## src/rtl/decode_stage_if.sv

```systemverilog
// Decode-stage bus: fetch handshake, execute handshake, register-file
// read controls and the writeback retire port.
interface decode_stage_if;
    // fetch side
    logic        in_valid;
    logic        in_ready;
    logic [31:0] in_instr;
    logic [31:0] in_pc;
    logic        flush;
    // register file read port controls
    logic [31:0] rs1_addr;
    logic [31:0] rs2_addr;
    logic        read_rs1;
    logic        read_rs2;
    // execute side
    logic        out_valid;
    logic        out_ready;
    logic [31:0] out_pc;
    logic [6:0]  out_opcode;
    logic [2:0]  out_funct3;
    logic        out_funct7b5;
    logic [31:0] out_rd;
    logic        out_rd_write;
    logic [31:0] out_imm;
    logic        out_illegal;
    // writeback retire
    logic        wb_valid;
    logic [4:0]  wb_rd;

    // decode stage view
    modport slave (
        input  in_valid, in_instr, in_pc, flush, out_ready, wb_valid, wb_rd,
        output in_ready, rs1_addr, rs2_addr, read_rs1, read_rs2,
               out_valid, out_pc, out_opcode, out_funct3, out_funct7b5,
               out_rd, out_rd_write, out_imm, out_illegal
    );

    // fetch / execute / writeback environment view
    modport master (
        output in_valid, in_instr, in_pc, flush, out_ready, wb_valid, wb_rd,
        input  in_ready, rs1_addr, rs2_addr, read_rs1, read_rs2,
               out_valid, out_pc, out_opcode, out_funct3, out_funct7b5,
               out_rd, out_rd_write, out_imm, out_illegal
    );
endinterface

```

## src/rtl/decode_stage.sv

```systemverilog
// RV32I decode stage: cracks one instruction per cycle, steers the
// synchronous register file read port and tracks in-flight writers in a
// pending-write scoreboard so no source is read before it is written back.
module decode_stage #(
    parameter logic [31:0] RESET_PC = 32'h0000_0000
) (
    input  logic          clk,
    input  logic          reset,
    decode_stage_if.slave bus
);
    localparam logic [6:0] OP_LUI    = 7'b0110111;
    localparam logic [6:0] OP_AUIPC  = 7'b0010111;
    localparam logic [6:0] OP_JAL    = 7'b1101111;
    localparam logic [6:0] OP_JALR   = 7'b1100111;
    localparam logic [6:0] OP_BRANCH = 7'b1100011;
    localparam logic [6:0] OP_LOAD   = 7'b0000011;
    localparam logic [6:0] OP_STORE  = 7'b0100011;
    localparam logic [6:0] OP_OPIMM  = 7'b0010011;
    localparam logic [6:0] OP_OP     = 7'b0110011;

    // instruction fields
    logic [31:0] w_instr;
    logic [6:0]  w_opcode;
    logic [4:0]  w_rd, w_rs1, w_rs2;
    logic [31:0] w_imm_i, w_imm_s, w_imm_b, w_imm_u, w_imm_j;

    assign w_instr  = bus.in_instr;
    assign w_opcode = w_instr[6:0];
    assign w_rd     = w_instr[11:7];
    assign w_rs1    = w_instr[19:15];
    assign w_rs2    = w_instr[24:20];
    assign w_imm_i  = {{20{w_instr[31]}}, w_instr[31:20]};
    assign w_imm_s  = {{20{w_instr[31]}}, w_instr[31:25], w_instr[11:7]};
    assign w_imm_b  = {{19{w_instr[31]}}, w_instr[31], w_instr[7],
                       w_instr[30:25], w_instr[11:8], 1'b0};
    assign w_imm_u  = {w_instr[31:12], 12'b0};
    assign w_imm_j  = {{11{w_instr[31]}}, w_instr[31], w_instr[19:12],
                       w_instr[20], w_instr[30:21], 1'b0};

    // decoded controls
    logic        w_uses_rs1, w_uses_rs2, w_writes_class, w_illegal;
    logic        w_rd_write;
    logic [31:0] w_imm;

    // held bundle
    logic        r_valid;
    logic [31:0] r_pc;
    logic [6:0]  r_opcode;
    logic [2:0]  r_funct3;
    logic        r_funct7b5;
    logic [4:0]  r_rd, r_rs1, r_rs2;
    logic        r_rd_write, r_read_rs1, r_read_rs2, r_illegal;
    logic [31:0] r_imm;

    // scoreboard: bit 0 is never stored, x0 is always ready
    logic [31:1] r_sb;
    logic [31:0] w_sb;
    logic [31:0] w_sb_next;
    logic        w_hazard, w_in_ready, w_accept;

    assign w_sb = {r_sb, 1'b0};

    // opcode class decode: source usage, write class, immediate format
    always_comb begin
        w_uses_rs1     = 1'b0;
        w_uses_rs2     = 1'b0;
        w_writes_class = 1'b0;
        w_illegal      = 1'b0;
        w_imm          = 32'h0;
        case (w_opcode)
            OP_LUI:    begin w_writes_class = 1'b1; w_imm = w_imm_u; end
            OP_AUIPC:  begin w_writes_class = 1'b1; w_imm = w_imm_u; end
            OP_JAL:    begin w_writes_class = 1'b1; w_imm = w_imm_j; end
            OP_JALR:   begin w_writes_class = 1'b1; w_uses_rs1 = 1'b1; w_imm = w_imm_i; end
            OP_BRANCH: begin w_uses_rs1 = 1'b1; w_uses_rs2 = 1'b1; w_imm = w_imm_b; end
            OP_LOAD:   begin w_writes_class = 1'b1; w_uses_rs1 = 1'b1; w_imm = w_imm_i; end
            OP_STORE:  begin w_uses_rs1 = 1'b1; w_uses_rs2 = 1'b1; w_imm = w_imm_s; end
            OP_OPIMM:  begin w_writes_class = 1'b1; w_uses_rs1 = 1'b1; w_imm = w_imm_i; end
            OP_OP:     begin w_writes_class = 1'b1; w_uses_rs1 = 1'b1; w_uses_rs2 = 1'b1; end
            default:   w_illegal = 1'b1;
        endcase
    end

    assign w_rd_write = w_writes_class & (w_rd != 5'd0);

    // RAW on either source or WAW on rd against the registered scoreboard;
    // a same-cycle writeback is not bypassed, the dependent waits one cycle
    assign w_hazard   = (w_uses_rs1 & w_sb[w_rs1]) |
                        (w_uses_rs2 & w_sb[w_rs2]) |
                        (w_rd_write & w_sb[w_rd]);
    assign w_in_ready = (~r_valid | bus.out_ready) & ~w_hazard & ~bus.flush;
    assign w_accept   = bus.in_valid & w_in_ready;

    // scoreboard next state: clears first, so a same-index set wins
    always_comb begin
        w_sb_next = w_sb;
        if (bus.wb_valid)
            w_sb_next[bus.wb_rd] = 1'b0;
        if (bus.flush && r_valid && r_rd_write)
            w_sb_next[r_rd] = 1'b0;
        if (w_accept && w_rd_write)
            w_sb_next[w_rd] = 1'b1;
    end

    // scoreboard register
    always_ff @(posedge clk or negedge reset) begin
        if (!reset) r_sb <= '0;
        else        r_sb <= w_sb_next[31:1];
    end

    // bundle valid: flush kills, accept fills, consumption drains
    always_ff @(posedge clk or negedge reset) begin
        if (!reset)              r_valid <= 1'b0;
        else if (bus.flush)      r_valid <= 1'b0;
        else if (w_accept)       r_valid <= 1'b1;
        else if (bus.out_ready)  r_valid <= 1'b0;
    end

    // bundle payload only changes on accept, so a stalled bundle stays put
    always_ff @(posedge clk or negedge reset) begin
        if (!reset) begin
            r_pc       <= RESET_PC;
            r_opcode   <= '0;
            r_funct3   <= '0;
            r_funct7b5 <= 1'b0;
            r_rd       <= '0;
            r_rs1      <= '0;
            r_rs2      <= '0;
            r_rd_write <= 1'b0;
            r_read_rs1 <= 1'b0;
            r_read_rs2 <= 1'b0;
            r_illegal  <= 1'b0;
            r_imm      <= '0;
        end else if (w_accept) begin
            r_pc       <= bus.in_pc;
            r_opcode   <= w_opcode;
            r_funct3   <= w_instr[14:12];
            r_funct7b5 <= w_instr[30];
            r_rd       <= w_rd;
            r_rs1      <= w_rs1;
            r_rs2      <= w_rs2;
            r_rd_write <= w_rd_write;
            r_read_rs1 <= w_uses_rs1;
            r_read_rs2 <= w_uses_rs2;
            r_illegal  <= w_illegal;
            r_imm      <= w_imm;
        end
    end

    // register file is addressed with the incoming sources on accept and
    // re-reads the held sources otherwise, keeping its data aligned to out_valid
    assign bus.rs1_addr = {27'b0, w_accept ? w_rs1 : r_rs1};
    assign bus.rs2_addr = {27'b0, w_accept ? w_rs2 : r_rs2};
    assign bus.read_rs1 = w_accept ? w_uses_rs1 : r_read_rs1;
    assign bus.read_rs2 = w_accept ? w_uses_rs2 : r_read_rs2;

    assign bus.in_ready     = w_in_ready;
    assign bus.out_valid    = r_valid;
    assign bus.out_pc       = r_pc;
    assign bus.out_opcode   = r_opcode;
    assign bus.out_funct3   = r_funct3;
    assign bus.out_funct7b5 = r_funct7b5;
    assign bus.out_rd       = {27'b0, r_rd};
    assign bus.out_rd_write = r_rd_write;
    assign bus.out_imm      = r_imm;
    assign bus.out_illegal  = r_illegal;
endmodule

```

## src/flat_wrapper.sv

```systemverilog
// flat-port wrapper written by rule: the top's interface ports become plain ports
module decode_stage_flat 
#(
    parameter logic [31:0] RESET_PC = 32'h0000_0000
)
  (clk, reset, bus_in_valid, bus_in_instr, bus_in_pc, bus_flush, bus_out_ready, bus_wb_valid, bus_wb_rd, bus_in_ready, bus_rs1_addr, bus_rs2_addr, bus_read_rs1, bus_read_rs2, bus_out_valid, bus_out_pc, bus_out_opcode, bus_out_funct3, bus_out_funct7b5, bus_out_rd, bus_out_rd_write, bus_out_imm, bus_out_illegal);
  decode_stage_if bus_i ();
  input  logic clk;
  input  logic reset;
  input wire logic [$bits(bus_i.in_valid)-1:0] bus_in_valid;
  input wire logic [$bits(bus_i.in_instr)-1:0] bus_in_instr;
  input wire logic [$bits(bus_i.in_pc)-1:0] bus_in_pc;
  input wire logic [$bits(bus_i.flush)-1:0] bus_flush;
  input wire logic [$bits(bus_i.out_ready)-1:0] bus_out_ready;
  input wire logic [$bits(bus_i.wb_valid)-1:0] bus_wb_valid;
  input wire logic [$bits(bus_i.wb_rd)-1:0] bus_wb_rd;
  output wire logic [$bits(bus_i.in_ready)-1:0] bus_in_ready;
  output wire logic [$bits(bus_i.rs1_addr)-1:0] bus_rs1_addr;
  output wire logic [$bits(bus_i.rs2_addr)-1:0] bus_rs2_addr;
  output wire logic [$bits(bus_i.read_rs1)-1:0] bus_read_rs1;
  output wire logic [$bits(bus_i.read_rs2)-1:0] bus_read_rs2;
  output wire logic [$bits(bus_i.out_valid)-1:0] bus_out_valid;
  output wire logic [$bits(bus_i.out_pc)-1:0] bus_out_pc;
  output wire logic [$bits(bus_i.out_opcode)-1:0] bus_out_opcode;
  output wire logic [$bits(bus_i.out_funct3)-1:0] bus_out_funct3;
  output wire logic [$bits(bus_i.out_funct7b5)-1:0] bus_out_funct7b5;
  output wire logic [$bits(bus_i.out_rd)-1:0] bus_out_rd;
  output wire logic [$bits(bus_i.out_rd_write)-1:0] bus_out_rd_write;
  output wire logic [$bits(bus_i.out_imm)-1:0] bus_out_imm;
  output wire logic [$bits(bus_i.out_illegal)-1:0] bus_out_illegal;
  assign bus_i.in_valid = bus_in_valid;
  assign bus_i.in_instr = bus_in_instr;
  assign bus_i.in_pc = bus_in_pc;
  assign bus_i.flush = bus_flush;
  assign bus_i.out_ready = bus_out_ready;
  assign bus_i.wb_valid = bus_wb_valid;
  assign bus_i.wb_rd = bus_wb_rd;
  assign bus_in_ready = bus_i.in_ready;
  assign bus_rs1_addr = bus_i.rs1_addr;
  assign bus_rs2_addr = bus_i.rs2_addr;
  assign bus_read_rs1 = bus_i.read_rs1;
  assign bus_read_rs2 = bus_i.read_rs2;
  assign bus_out_valid = bus_i.out_valid;
  assign bus_out_pc = bus_i.out_pc;
  assign bus_out_opcode = bus_i.out_opcode;
  assign bus_out_funct3 = bus_i.out_funct3;
  assign bus_out_funct7b5 = bus_i.out_funct7b5;
  assign bus_out_rd = bus_i.out_rd;
  assign bus_out_rd_write = bus_i.out_rd_write;
  assign bus_out_imm = bus_i.out_imm;
  assign bus_out_illegal = bus_i.out_illegal;
  decode_stage #(.RESET_PC(RESET_PC)) u_core (.clk(clk), .reset(reset), .bus(bus_i));
endmodule
```

## config.mk

```make
export PLATFORM = sky130hd
export DESIGN_NAME = decode_stage_flat
export DESIGN_NICKNAME = d
export VERILOG_FILES = /design/src/rtl/decode_stage_if.sv /design/src/rtl/decode_stage.sv /design/src/flat_wrapper.sv
export SDC_FILE = /design/constraint.sdc
export NUM_CORES = 1
export LEC_CHECK = 0
export ABC_AREA = 1
export BUFFER_PORTS_ARGS = -buffer_cell sky130_fd_sc_hd__buf_2
export CELL_PAD_IN_SITES_DETAIL_PLACEMENT = 0
export CELL_PAD_IN_SITES_GLOBAL_PLACEMENT = 1
export CORE_MARGIN = 2
export CORE_UTILIZATION = 40
export DETAILED_ROUTE_END_ITERATION = 8
export GPL_ROUTABILITY_DRIVEN = 0
export PLACE_DENSITY = 0.84
export SETUP_SLACK_MARGIN = 0.4
export SYNTH_ARGS = -nofsm -noshare
export SYNTH_HDL_FRONTEND = slang
export SYNTH_SLANG_ARGS = --single-unit
```

## constraint.sdc

```tcl
create_clock -name clk -period 3.5 [get_ports clk]
set_input_delay 0.175 -clock clk [delete_from_list [all_inputs] [get_ports clk]]
set_output_delay 0.175 -clock clk [all_outputs]
set_load 0.005 [all_outputs]
```

# Yosys cells after proc, flatten, opt, wreduce, memory -nomap -nowiden
# Cells that the tools add are included.
classes:
  addsub: 0
  n_mul: 0
  div: 0
  order_cmp: 8
  n_eq_ne: 9
  shift: 0
  mux: 27
  bitwise: 18
  n_reduce_logical: 14
ops:
  columns: ["op", "count"]
  rows:
  - ["$pmux 32 s5", 1]
  - ["$mux 32", 3]
  - ["$and 32x32->32", 2]
  - ["$not 32->32", 2]
  - ["$or 32x32->32", 1]
  - ["$lt 5x6->1 const B", 5]
  - ["$eq 7x6->1 const B", 3]
  - ["$eq 7x7->1 const B", 3]
  - ["$bmux 1 s5", 3]
  - ["$demux 1 s5", 3]
  - ["$ge 5x1->1 const B", 3]
  - ["$mux 1", 15]
  - ["$eq 7x5->1 const B", 2]
  - ["$mux 5", 2]
  - ["$reduce_or 9->1", 1]
  - ["$and 1x1->1", 7]
  - ["$eq 7x2->1 const B", 1]
  - ["$reduce_or 7->1", 1]
  - ["$logic_and 1x1->1", 6]
  - ["$reduce_or 3->1", 2]
  - ["$reduce_or 6->1", 1]
  - ["$reduce_bool 5->1", 1]
  - ["$not 1->1", 3]
  - ["$or 1x1->1", 3]
  - ["2 further kinds", 2]
word_totals:
  ff_bits: 126
  latch_bits: 0
  ram_bits: 0
  romBits: 0
  inputBits: 75
  out_inout_bits: 177
  wordCells: 90
  memories: 0

# Depth between registers and ports, before layout
# Gate-level depths: netlist (run 1).
logic_depth:
  ltp_word: 12
  mapped_depth: 18

# Worst setup path after synthesis (run 1)
# Ideal clock, no wire load.
synth_path:
  kind: "input to output"
  from: "input port bus_in_instr[7]"
  to: "output port bus_read_rs2"
  arrival_time_ns: 1.688
  required_ns: 3.325
  setup_slack_ns: 1.637
  stages: 17
  n_path_buf: 4
  path_cell_list: "buf_4 > inv_4 > nand2_4 > buf_4 > nor2_1 > nor2_1 > nand2_1 > nand2_1 > nand2_1 > nor2_1 > nand3_2 > nand2_1 > nor2_2 > nand3_4 > buf_8 > buf_6 > o21ai_2"
synth_between:
  elab_chain_len: 9
synth_rtl:
  columns: ["item", "line_no", "rtl"]
  rows:
  - ["start, declared", "flat_wrapper.sv:11", "input wire logic [$bits(bus_i.in_instr)-1:0] bus_in_instr;"]
  - ["$bmux 1 s5 / $reduce_bool 5->1 (equally long branches)", "decode_stage.sv:90, decode_stage.sv:84", null]
  - ["$mux 1 (implied by the code) / $and 1x1->1 (equally long branches)", "decode_stage.sv:90, decode_stage.sv:84", null]
  - ["$and 1x1->1 (*)", "decode_stage.sv:90", "(w_rd_write & w_sb[w_rd]);"]
  - ["$or 1x1->1 (*)", "decode_stage.sv:89", "(w_uses_rs2 & w_sb[w_rs2]) |"]
  - ["$not 1->1 (*)", "decode_stage.sv:91", "assign w_in_ready = (~r_valid | bus.out_ready) & ~w_hazard & ~bus.flush;"]
  - ["$and 1x1->1 (*) (2 in a row)", "decode_stage.sv:91", null]
  - ["$and 1x1->1 (*)", "decode_stage.sv:92", "assign w_accept = bus.in_valid & w_in_ready;"]
  - ["$mux 1 (*)", "decode_stage.sv:155", "assign bus.read_rs2 = w_accept ? w_uses_rs2 : r_read_rs2;"]
  - ["end, declared", "flat_wrapper.sv:21", "output wire logic [$bits(bus_i.read_rs2)-1:0] bus_read_rs2;"]
# Mark *: on every way between the ends. The rest lies on a longest branch, timed or not. The select of a mux whose other input is x is not followed.

# Worst setup path in the final report (run 1)
layout_path:
  from: "register u_core.r_sb[10] (netlist name)"
  to: "output port bus_rs1_addr[4]"
layout_between:
  elab_chain_len: 10
layout_rtl:
  columns: ["item", "line_no", "rtl"]
  rows:
  - ["start, declared", "decode_stage.sv:56", "logic [31:1] r_sb;"]
  - ["start signal, assigned", "decode_stage.sv:108", "else r_sb <= w_sb_next[31:1];"]
  - ["$bmux 1 s5, on equally long branches", "decode_stage.sv:88, decode_stage.sv:89", null]
  - ["$mux 1, on equally long branches", "decode_stage.sv:88, decode_stage.sv:89", null]
  - ["$and 1x1->1, on equally long branches", "decode_stage.sv:88, decode_stage.sv:89", null]
  - ["$or 1x1->1", "decode_stage.sv:88", "assign w_hazard = (w_uses_rs1 & w_sb[w_rs1]) |"]
  - ["$or 1x1->1 (*)", "decode_stage.sv:89", null]
  - ["$not 1->1 (*)", "decode_stage.sv:91", null]
  - ["$and 1x1->1 (*) (2 in a row)", "decode_stage.sv:91", null]
  - ["$and 1x1->1 (*)", "decode_stage.sv:92", null]
  - ["$mux 5 (*)", "decode_stage.sv:152", "assign bus.rs1_addr = {27'b0, w_accept ? w_rs1 : r_rs1};"]
  - ["end, declared", "flat_wrapper.sv:18", "output wire logic [$bits(bus_i.rs1_addr)-1:0] bus_rs1_addr;"]
# Marks and branches as above.

==> results of run 1 <==
==> layout make-up <==
class,instances,area (um2),area share
Multi-Input combinational cell,728,3560,0.388
Timing Repair Buffer,214,1290,0.140
Inverter,81,307,0.0334
Clock buffer,17,425,0.0464
Clock inverter,15,140,0.0153
Antenna cell,1,2.50,0.000273
Sequential cell,126,3150,0.344
Tap cell,234,293,0.0319
==> per-stage QoR <==
step,instances,instance area [um2]
floorplan,1067,7990
global placement,1347,8240
detailed placement,1347,8240
CTS,1415,9170
global route,1416,9170
finish,1416,9170
==> flip-flops by register name (all words and copies together) (netlist names) <==
signal                   cells
u_core.bus.out_imm          32
u_core.bus.out_pc           32
u_core.r_sb                 31
u_core.bus.out_opcode        7
u_core.r_rd                  5
u_core.r_rs1                 5
u_core.r_rs2                 5
u_core.bus.out_funct3        3
u_core.bus.out_funct7b5      1
u_core.bus.out_illegal       1
u_core.bus.out_rd_write      1
u_core.bus.out_valid         1
u_core.r_read_rs1            1
u_core.r_read_rs2            1
==> how the worst max path moves through the flow <==
stage / to / slack (ns) / cells past startpoint
6_report: bus_rs1_addr[4] / 0.67 / 12
5_1_grt: bus_rs1_addr[4] / 0.40 / 14
4_1_cts: bus_rs1_addr[4] / 0.66 / 12
3_5_place_dp: u_core.bus.out_opcode[2] / 0.58 / 15
3_3_place_gp: u_core.bus.out_opcode[2] / 0.61 / 15
2_1_floorplan: bus_read_rs2 / 1.64 / 17
==> cell usage in the layout (no fill, tap or decap), drive strengths merged <==
cell	count
a21oi	29
a211oi	8
conb	81
o221ai	31
nand3	94
diode	1
nand2	262
clkinv	8
inv	84
nand4	33
a22oi	4
dlygate4sd3	36
clkinvlp	3
dfrtp	126
bufinv	1
nor2	84
o21ai	77
clkbuf	17
nor3	25
buf	178
==> layer usage <==
metal / track usage / routed length (um)
met1: 0.304 / 10100
met2: 0.355 / 10900
met3: 0.0431 / 1590
met4: 0.0896 / 546
met5: 0 / 0
==> cells by family after synthesis <==
family,Yosys count,share of synthesized area
buffers and inverters,213,0.165
AOI/OAI and AO/OA,149,0.139
other,1,0.000488
DFF,126,0.410
and+or+nand+nor,498,0.285
==> worst max-delay path, stage by stage, from the launching register on <==
cell and delay [ns]:
dfrtp_1 0.42, inv_1 0.11, nand2_1 0.06, nand3_1 0.09
nand3_1 0.07, nand3_1 0.10, nand3_1 0.07, nand3_1 0.12
inv_1 0.06, nor2_2 0.14, nand3_4 0.43, o21ai_2 0.37
buf_2 0.16
==> report_power, final <==
part	internal (mW)	total (mW)	switching, mW
clock network	0.984	1.71	0.722
logic	0.281	0.751	0.471
registers	1.60	1.69	0.0927
total	2.86	4.15	1.29
==> metrics.yaml, run 1 <==
outcome:
  outcome: "finished, final reports clean"
die:
  rows: 50
  boundaryPins: 252
  dieHeight_um: 143
  core_area_mm2: 0.0188
  die_area_mm2: 0.0203
  die_w_um: 143
  start_util: 0.409
synth:
  yosys-top-cells-count: "nand2_1, dfrtp_1, nand3_1, buf_4, nor2_1"
  yosys-top-cells-area: "dfrtp_1, nand2_1, buf_4"
  async_reset_ff_frac: 1.00
  ys_types: 32
  synthFlopType: "dfrtp_1"
  synth_area_mm2: 0.00768
  postSynthCellCount: 987
  syn_avg_cell_area_um2: 7.79
  ys_ff_latch: 126
  synth_top_area_frac: 0.410
  synth.most_common_cell: "nand2_1"
  synth_area_leader_cell: "dfrtp_1"
  ys_seq_area_frac: 0.410
  yosys_warnings: 0
  synth_edf_count: 0
cells_and_area:
  fillers: 1886
  area_growth_pct: 19.3
  nNetsFinal: 1243
  post-route-util: 0.488
  drive_gt1_frac: 0.241
timing:
  fin_skew_ns: 0.0117
  layout_setup_ws_ns: 0.675
  period_needed_ns: 2.83
  rsz0062_at_grt: "false"
  finalSetupTns_ns: 0
  fmax_mhz: 354
  hold_violations: 0
  period_share: 0.807
  hold_ws_ns: 0.0132
  slew_headroom: 0.272
  worst_pin_slew_ns: 1.08
  final_max_slew_viol_count: 0
  setup_viol: 0
clock_tree:
  cts.path.max_buffers: 2
  clock_latency_ns: 0.43
  root_buffer: "clkbuf_16"
  clock_sinks: 126
  htree_levels: 4
  numCtsBuffers: 17
  cts_tree: "yes"
  clk_pin_slew_ns: 0.06
  postCtsSetupBuffers: 0
  cts_resized: 0
  cts_hold_buffers: 36
worst_hold_path:
  whs_endpoint: "u_core.bus.out_funct3[0]"
  min_from: "bus_in_instr[12]"
  hold_path.class: "input port to flip-flop"
  min_path_cells: 3
grt:
  grt_max_degree: 73
  grt_pass1_wl_um: 35700
  grtUsageTotal: 0.225
  antenna_found_initial: 1
  grt_pass1_vias: 6693
  overflow: 0
detailed_routing:
  drt-initial-drc-count: 792
  viasPerCell: 5.08
  wl_per_cell_um: 16.4
  num_vias: 7189
  drc: 0
  drtAntennaViolNets: 0
  wl_um: 23200
  firstDrtPassIters: 5
setup_path:
  rrSetupSlack_ns: 0.92
  crit_arrival_ns: 2.65
  reg2reg_depth: 13
  path_max_fanout: 39
  rr_startpoint: "u_core.r_sb[10]"
  start_kind: "flip-flop"
  r2r-end: "u_core.bus.out_opcode[2]"
  endpoint_kind: "primary output"
  cp.required_ns: 3.32
  critPathKind: "flip-flop to primary output"
  startpoint: "u_core.r_sb[10]"
run:
  maxCapViolations: 0
place:
  portBuffers: 170
  dp_hpwl_um: 16200
  dp_slack_ns: 0.577
power:
  cellPowerDensity_mw_per_mm2: 453
  total_leakage_power_nw: 4.82
  peakVddDrop_mv: 0.291
  finalPower_mw: 4.15
No activity file was read; power rests on OpenSTA's default activity.
==> run 2: changes to the inputs <==
--- a/config.mk
+++ b/config.mk
@@ -10,10 +10,10 @@
 export CELL_PAD_IN_SITES_DETAIL_PLACEMENT = 0
 export CELL_PAD_IN_SITES_GLOBAL_PLACEMENT = 1
 export CORE_MARGIN = 2
-export CORE_UTILIZATION = 40
+export CORE_UTILIZATION = 33
 export DETAILED_ROUTE_END_ITERATION = 8
 export GPL_ROUTABILITY_DRIVEN = 0
-export PLACE_DENSITY = 0.84
+export PLACE_DENSITY = 0.74
 export SETUP_SLACK_MARGIN = 0.4
 export SYNTH_ARGS = -nofsm -noshare
 export SYNTH_HDL_FRONTEND = slang
==> constraint.sdc (replaced) <==
create_clock -name clk -period 2.55 [get_ports clk]
set_input_delay 0.1275 -clock clk [delete_from_list [all_inputs] [get_ports clk]]
set_output_delay 0.1275 -clock clk [all_outputs]
set_load 0.005 [all_outputs]
==> run 2 against run 1 <==
  * Core utilization fell by 3.3 points
  * First-iteration DRC count fell by 29%
  * Sequential share of layout area fell by 3.9 points
  * Sequential power rose by 38%
  * Clock power rose by 44%
  * Final cell count rose by 10%
  * Critical path type unchanged
  * Via count rose by 5.0%
  * Non-clock buffer count rose by 64
  * Hold slack improved by 0.0024 ns
==> metrics.yaml, run 2 (same netlist as run 1, synthesis figures left out) <==
die:
  start_util: 0.337  # -0.0721
  die_w_um: 157  # +9.8%
  rows: 55  # +10%
  core_area_mm2: 0.0228  # +21%
  dieHeight_um: 157  # +9.8%
  die_area_mm2: 0.0245  # +21%
  boundaryPins: 252  # unchanged
setup_path:
  cp.required_ns: 2.42  # -0.90 ns
  critPathKind: "flip-flop to primary output"
  start_kind: "flip-flop"
  endpoint_kind: "primary output"
  path_max_fanout: 7  # -82%
  startpoint: "u_core.r_sb[14]"
  rr_startpoint: "u_core.r_sb[14]"
  crit_arrival_ns: 2.32  # -0.33 ns
detailed_routing:
  drtAntennaViolNets: 0  # unchanged
  drt-initial-drc-count: 566  # -29%
  wl_um: 26800  # +16%
  firstDrtPassIters: 5  # unchanged
  wl_per_cell_um: 17.2  # +5.0%
  viasPerCell: 4.84  # -4.6%
  num_vias: 7547  # +5.0%
  drc: 0  # unchanged
timing:
  hold_violations: 0  # unchanged
  final_max_slew_viol_count: 0  # unchanged
  slew_headroom: 0.548  # +0.276
  setup_viol: 0  # unchanged
  worst_pin_slew_ns: 0.678  # -0.406 ns
  finalSetupTns_ns: 0  # unchanged
  fin_skew_ns: 0.0101  # -0.00158 ns
  period_share: 0.961
  rsz0062_at_grt: "true"
  layout_setup_ws_ns: 0.101  # -0.574 ns
  fmax_mhz: 408
  period_needed_ns: 2.45
cells_and_area:
  fillers: 2290  # +21%
  layout_commonest_cell: "nand2_1"
  layoutNonFillerInstCount: 1559  # +10%
  area_growth_pct: 34.9
  nNetsFinal: 1307  # +5.1%
  drive_gt1_frac: 0.319  # +0.0776
  final_cell_mix: "nand2_1, buf_2, dfrtp_1"
place:
  placed_cells: 1441  # +7.0%
  dp_slack_ns: 0.260  # -0.317 ns
  portBuffers: 170  # unchanged
  dp_hpwl_um: 17400  # +7.3%
run:
  maxCapViolations: 0  # unchanged
grt:
  grt_pass1_vias: 7046  # +5.3%
  grt_max_degree: 73  # unchanged
  antenna_found_initial: 1  # unchanged
  overflow: 0  # unchanged
  grt_pass1_wl_um: 39400  # +10%
  grtUsageTotal: 0.208  # -0.0168
power:
  power_frac_seq: 0.382  # -0.026
  p_sw_frac: 0.309  # -0.00120
  p_int_mw: 4.20  # +47%
  p_switching_mw: 1.88  # +46%
  finalPower_mw: 6.08  # +47%
  peakVddDrop_mv: 0.419  # +44%
  total_leakage_power_nw: 5.35  # +11%
  combPwrFrac: 0.212  # +0.031
  cellPowerDensity_mw_per_mm2: 586  # +30%
  power_frac_clock: 0.406  # -0.005
clock_tree:
  htree_levels: 4  # unchanged
  cts.path.max_buffers: 2  # unchanged
  clock_sinks: 126  # unchanged
  clk_pin_slew_ns: 0.06  # about the same
  root_buffer: "clkbuf_16"
  cts_tree: "yes"
  numCtsBuffers: 17  # unchanged
  clock_latency_ns: 0.42  # about the same
worst_hold_path:
  hold_path.class: "input port to flip-flop"
  min_from: "bus_in_instr[31]"
outcome:
  outcome: "finished, final reports clean"
-- run 2: cell count changes in the layout (fill, tap and decap cells not counted), sizes merged --
cell | previous run | this run
bufbuf | 0 | 2
inv | 84 | 86
clkinv | 8 | 6
buf | 178 | 225
dlygate4sd3 | 36 | 45
clkinvlp | 3 | 2
bufinv | 1 | 2
clkbuf | 17 | 23
-- run 2: power groups by stage --
stage          logic [mW]  registers (mW)  clock network [mW]
2_1_floorplan       0.651            2.35                   0
3_3_place_gp         1.03            2.35                   0
3_5_place_dp         1.04            2.35                   0
4_1_cts              1.19            2.32                2.50
5_1_grt              1.43            2.35                2.60
6_report             1.29            2.33                2.47
-- run 2: per-stage QoR --
stage	util	hold WS (ns)	cell area, um2
2_1_floorplan	-	-0.168	7990
3_3_place_gp	0.375	0.211	8540
3_5_place_dp	0.375	0.216	8540
4_1_cts	0.436	0.0115	9920
5_1_grt	0.455	0.0206	10400
6_report	0.455	0.0156	10400
-- run 2: path summary, 6_finish.rpt --
check                                    endpoint  slack, ns  cells past startpoint
setup / recovery                  bus_rs2_addr[3]       0.10                     14
hold / removal             u_core.bus.out_imm[31]       0.02                      3
setup reg to reg           u_core.bus.out_imm[24]       0.21                     18
hold reg to reg             u_core.bus.out_pc[25]       0.47                      2
max in group asynchronous         u_core.r_sb[31]       1.53                      3
min in group asynchronous  u_core.bus.out_imm[21]       0.30                      2
-- run 2: final cells by class --
cell class | instances | area, um2 | area share
Clock inverter | 15 | 160 | 0.0154
Inverter | 81 | 307 | 0.0296
Antenna cell | 1 | 2.50 | 0.000241
Multi-Input combinational cell | 728 | 3740 | 0.360
Clock buffer | 17 | 425 | 0.0410
Sequential cell | 126 | 3160 | 0.305
Tap cell | 313 | 392 | 0.0378
Timing Repair Buffer | 278 | 2180 | 0.210
-- run 2: critical path, cell delays in order (launching register included) --
cell and delay (ns):
dfrtp_1 0.44, inv_2 0.08, nand2_1 0.06, nand3_2 0.10, nand3_2 0.08, nand3_2 0.09
nand3_2 0.07, nand3_2 0.10, inv_2 0.05, nor2_4 0.12, nand3_4 0.10, buf_12 0.16
buf_16 0.14, o21ai_4 0.15, buf_2 0.13
-- run 2: per-layer routing --
metal	vias up	share of wire	global-route usage
met1	3576	0.44	0.284
met4	0	0.024	0.0751
met3	37	0.059	0.0313
li1	3617	-	-
met5	-	0	0
met2	317	0.48	0.334
-- run 2: what timing repair did --
| item | in CTS | in global routing |
|---|---|---|
| gates cloned | 5 | 9 |
| endpoints found under the setup margin | 13 | 116 |
| hold buffers | 45 | 0 |
| pin swaps | 9 | 4 |
| hold endpoints to repair | 86 | 0 |
| buffers inserted | 17 | 9 |
| resized for setup | 21 | 66 |
==> run 3: changes to the inputs <==
--- a/config.mk
+++ b/config.mk
@@ -13,6 +13,7 @@
 export CORE_UTILIZATION = 33
 export DETAILED_ROUTE_END_ITERATION = 8
 export GPL_ROUTABILITY_DRIVEN = 0
+export HOLD_SLACK_MARGIN = 0.08
 export PLACE_DENSITY = 0.74
 export SETUP_SLACK_MARGIN = 0.4
 export SYNTH_ARGS = -nofsm -noshare
==> constraint.sdc (replaced) <==
create_clock -name clk -period 2.55 [get_ports clk]
set_input_delay 0 -clock clk [delete_from_list [all_inputs] [get_ports clk]]
set_output_delay 0 -clock clk [all_outputs]
set_load 0.005 [all_outputs]
==> run 3 against run 2 <==
  * Critical path depth is 1 higher
  * Core utilization is 0.98 points higher
  * Fmax is 5.8% higher
  * Flip-flop and latch count stayed put
  * Total power is 1.8% higher
  * Combinational power is 4% higher
  * Clock skew is 0.0063 ns higher
  * Register-to-register slack better by 0.21 ns
  * Cell area is 2.1% higher
  * Global-route usage is 0.47 points higher
  * Largest power group unchanged
==> metrics.yaml, run 3 (same netlist as run 1, synthesis figures left out) <==
outcome:
  outcome: "finished, final reports clean"
timing:
  fin_skew_ns: 0.0164  # +0.00632 ns
  worst_pin_slew_ns: 0.701  # +0.0231 ns
  layout_setup_ws_ns: 0.234  # +0.134 ns
  final_max_slew_viol_count: 0  # unchanged
  period_needed_ns: 2.32  # -0.134 ns
  fmax_mhz: 432  # +5.8%
  hold_violations: 0  # unchanged
  hold_ws_ns: 0.120  # +0.105 ns
  slew_headroom: 0.533  # -0.0154
  rsz0062_at_grt: "true"
  setup_viol: 0  # unchanged
  period_share: 0.908  # -0.0524
  finalSetupTns_ns: 0  # unchanged
cells_and_area:
  finalInstanceArea_mm2: 0.0106  # +2.1%
  layout_commonest_cell: "nand2_1"
  nNetsFinal: 1329  # +1.7%
  area_growth_pct: 37.8
  final_cell_mix: "nand2_1, buf_2, dfrtp_1"
  drive_gt1_frac: 0.304  # -0.0150
  diodes: 0  # -1
  fillers: 2266  # -1.0%
setup_path:
  rrSetupSlack_ns: 0.42  # +0.21 ns
  path_max_fanout: 13  # +6
  start_kind: "flip-flop"
  reg2reg_depth: 15  # -3
  crit_arrival_ns: 2.32  # about the same
  startpoint: "u_core.r_sb[31]"
  cp.required_ns: 2.55  # +0.13 ns
  endpoint_kind: "primary output"
  r2r-end: "u_core.r_sb[31]"
  critPathKind: "flip-flop to primary output"
  worstSetupEndpoint: "bus_rs1_addr[4]"
  rr_startpoint: "u_core.r_sb[8]"
detailed_routing:
  drtAntennaViolNets: 0  # unchanged
  firstDrtPassIters: 5  # unchanged
  wl_per_cell_um: 17.4  # +1.1%
  num_vias: 7753  # +2.7%
  viasPerCell: 4.91  # +1.4%
  wl_um: 27400  # +2.4%
  drt-initial-drc-count: 532  # -6.0%
  drc: 0  # unchanged
die:
  start_util: 0.337  # unchanged
  boundaryPins: 252  # unchanged
  core_area_mm2: 0.0228  # unchanged
  die_w_um: 157  # unchanged
  dieHeight_um: 157  # unchanged
  rows: 55  # unchanged
  die_area_mm2: 0.0245  # unchanged
place:
  portBuffers: 170  # unchanged
  dp_slack_ns: 0.295  # +0.0345 ns
  placedInstanceArea_mm2: 0.00847  # -0.79%
  dp_hpwl_um: 17300  # -0.27%
run:
  maxCapViolations: 0  # unchanged
grt:
  grtUsageTotal: 0.213  # +0.00467
  grt_max_degree: 58  # -21%
  overflow: 0  # unchanged
  grt_pass1_wl_um: 40300  # +2.1%
  grt_pass1_vias: 7300  # +3.6%
  antenna_found_initial: 0  # -1
worst_hold_path:
  hold_path.class: "input port to flip-flop"
clock_tree:
  htree_levels: 4  # unchanged
  cts.path.max_buffers: 2  # unchanged
  root_buffer: "clkbuf_16"
  cts_tree: "yes"
  clock_latency_ns: 0.43  # about the same
  numCtsBuffers: 17  # unchanged
  clock_sinks: 126  # unchanged
  clk_pin_slew_ns: 0.06  # about the same
power:
  cellPowerDensity_mw_per_mm2: 584  # -0.36%
  finalPower_mw: 6.19  # +1.8%
  peakVddDrop_mv: 0.333  # -21%
  total_leakage_power_nw: 5.39  # +0.74%
run 3: critical path, stage by stage (launching register included):
cell     delay (ns)
dfrtp_1        0.44
nor2_1         0.07
a21oi_1        0.12
nand2_1        0.07
nand2_1        0.07
nand2_1        0.06
nor2_2         0.14
nand3_2        0.10
nand2_2        0.09
nor2_4         0.05
nand3_4        0.07
buf_8          0.15
buf_8          0.17
nand2_2        0.08
o21ai_4        0.06
buf_2          0.13
run 3: worst min path at each step:
stage                     start                        to  slack [ns]  depth (start not counted)
3_3_place_gp              reset           u_core.r_rs2[1]        0.07                          1
5_1_grt        bus_in_instr[15]           u_core.r_rs1[0]        0.14                          3
6_report       bus_in_instr[15]           u_core.r_rs1[0]        0.12                          3
3_5_place_dp              reset           u_core.r_rs2[0]        0.08                          1
4_1_cts            bus_wb_rd[4]           u_core.r_sb[16]        0.11                          4
2_1_floorplan             reset  u_core.bus.out_funct3[0]       -0.30                          0
run 3: power breakdown:
group          internal, mW  leakage, nW  total [mW]  switching [mW]
combinational         0.587         3.46        1.34           0.753
clock                  1.48        0.284        2.51            1.03
sequential             2.19         1.64        2.34           0.149
total                  4.26         5.39        6.19            1.93
run 3: repair_timing:
item,CTS,global route
setup buffers,13,12
pin swaps,11,7
gates resized for setup,28,70
setup endpoints to repair,69,114
endpoints found under the hold margin,133,0
cloned,4,9
hold buffers,73,0
run 3: cell type report:
class                      count  area [um2]  share of cell area
clock buffer                  18         439              0.0415
sequential                   126        3170               0.299
clock inverter                14         158              0.0149
inverter                      81         307              0.0289
multi-input combinational    728        3770               0.356
tap                          313         392              0.0370
timing repair buffer         300        2360               0.223
run 3: through the flow:
stage	util	std cells
2_1_floorplan	-	1067
3_3_place_gp	0.372	1437
3_5_place_dp	0.372	1437
4_1_cts	0.442	1559
5_1_grt	0.465	1580
6_report	0.465	1580
run 3: routing by layer:
layer / wire length, um / share of wire / track usage / up-vias
met3: 2020 / 0.074 / 0.0429 / 39
met5: 0 / 0 / 0 / -
met4: 516 / 0.019 / 0.0799 / 0
met1: 11900 / 0.43 / 0.283 / 3677
met2: 13000 / 0.47 / 0.340 / 373
li1: - / - / - / 3664
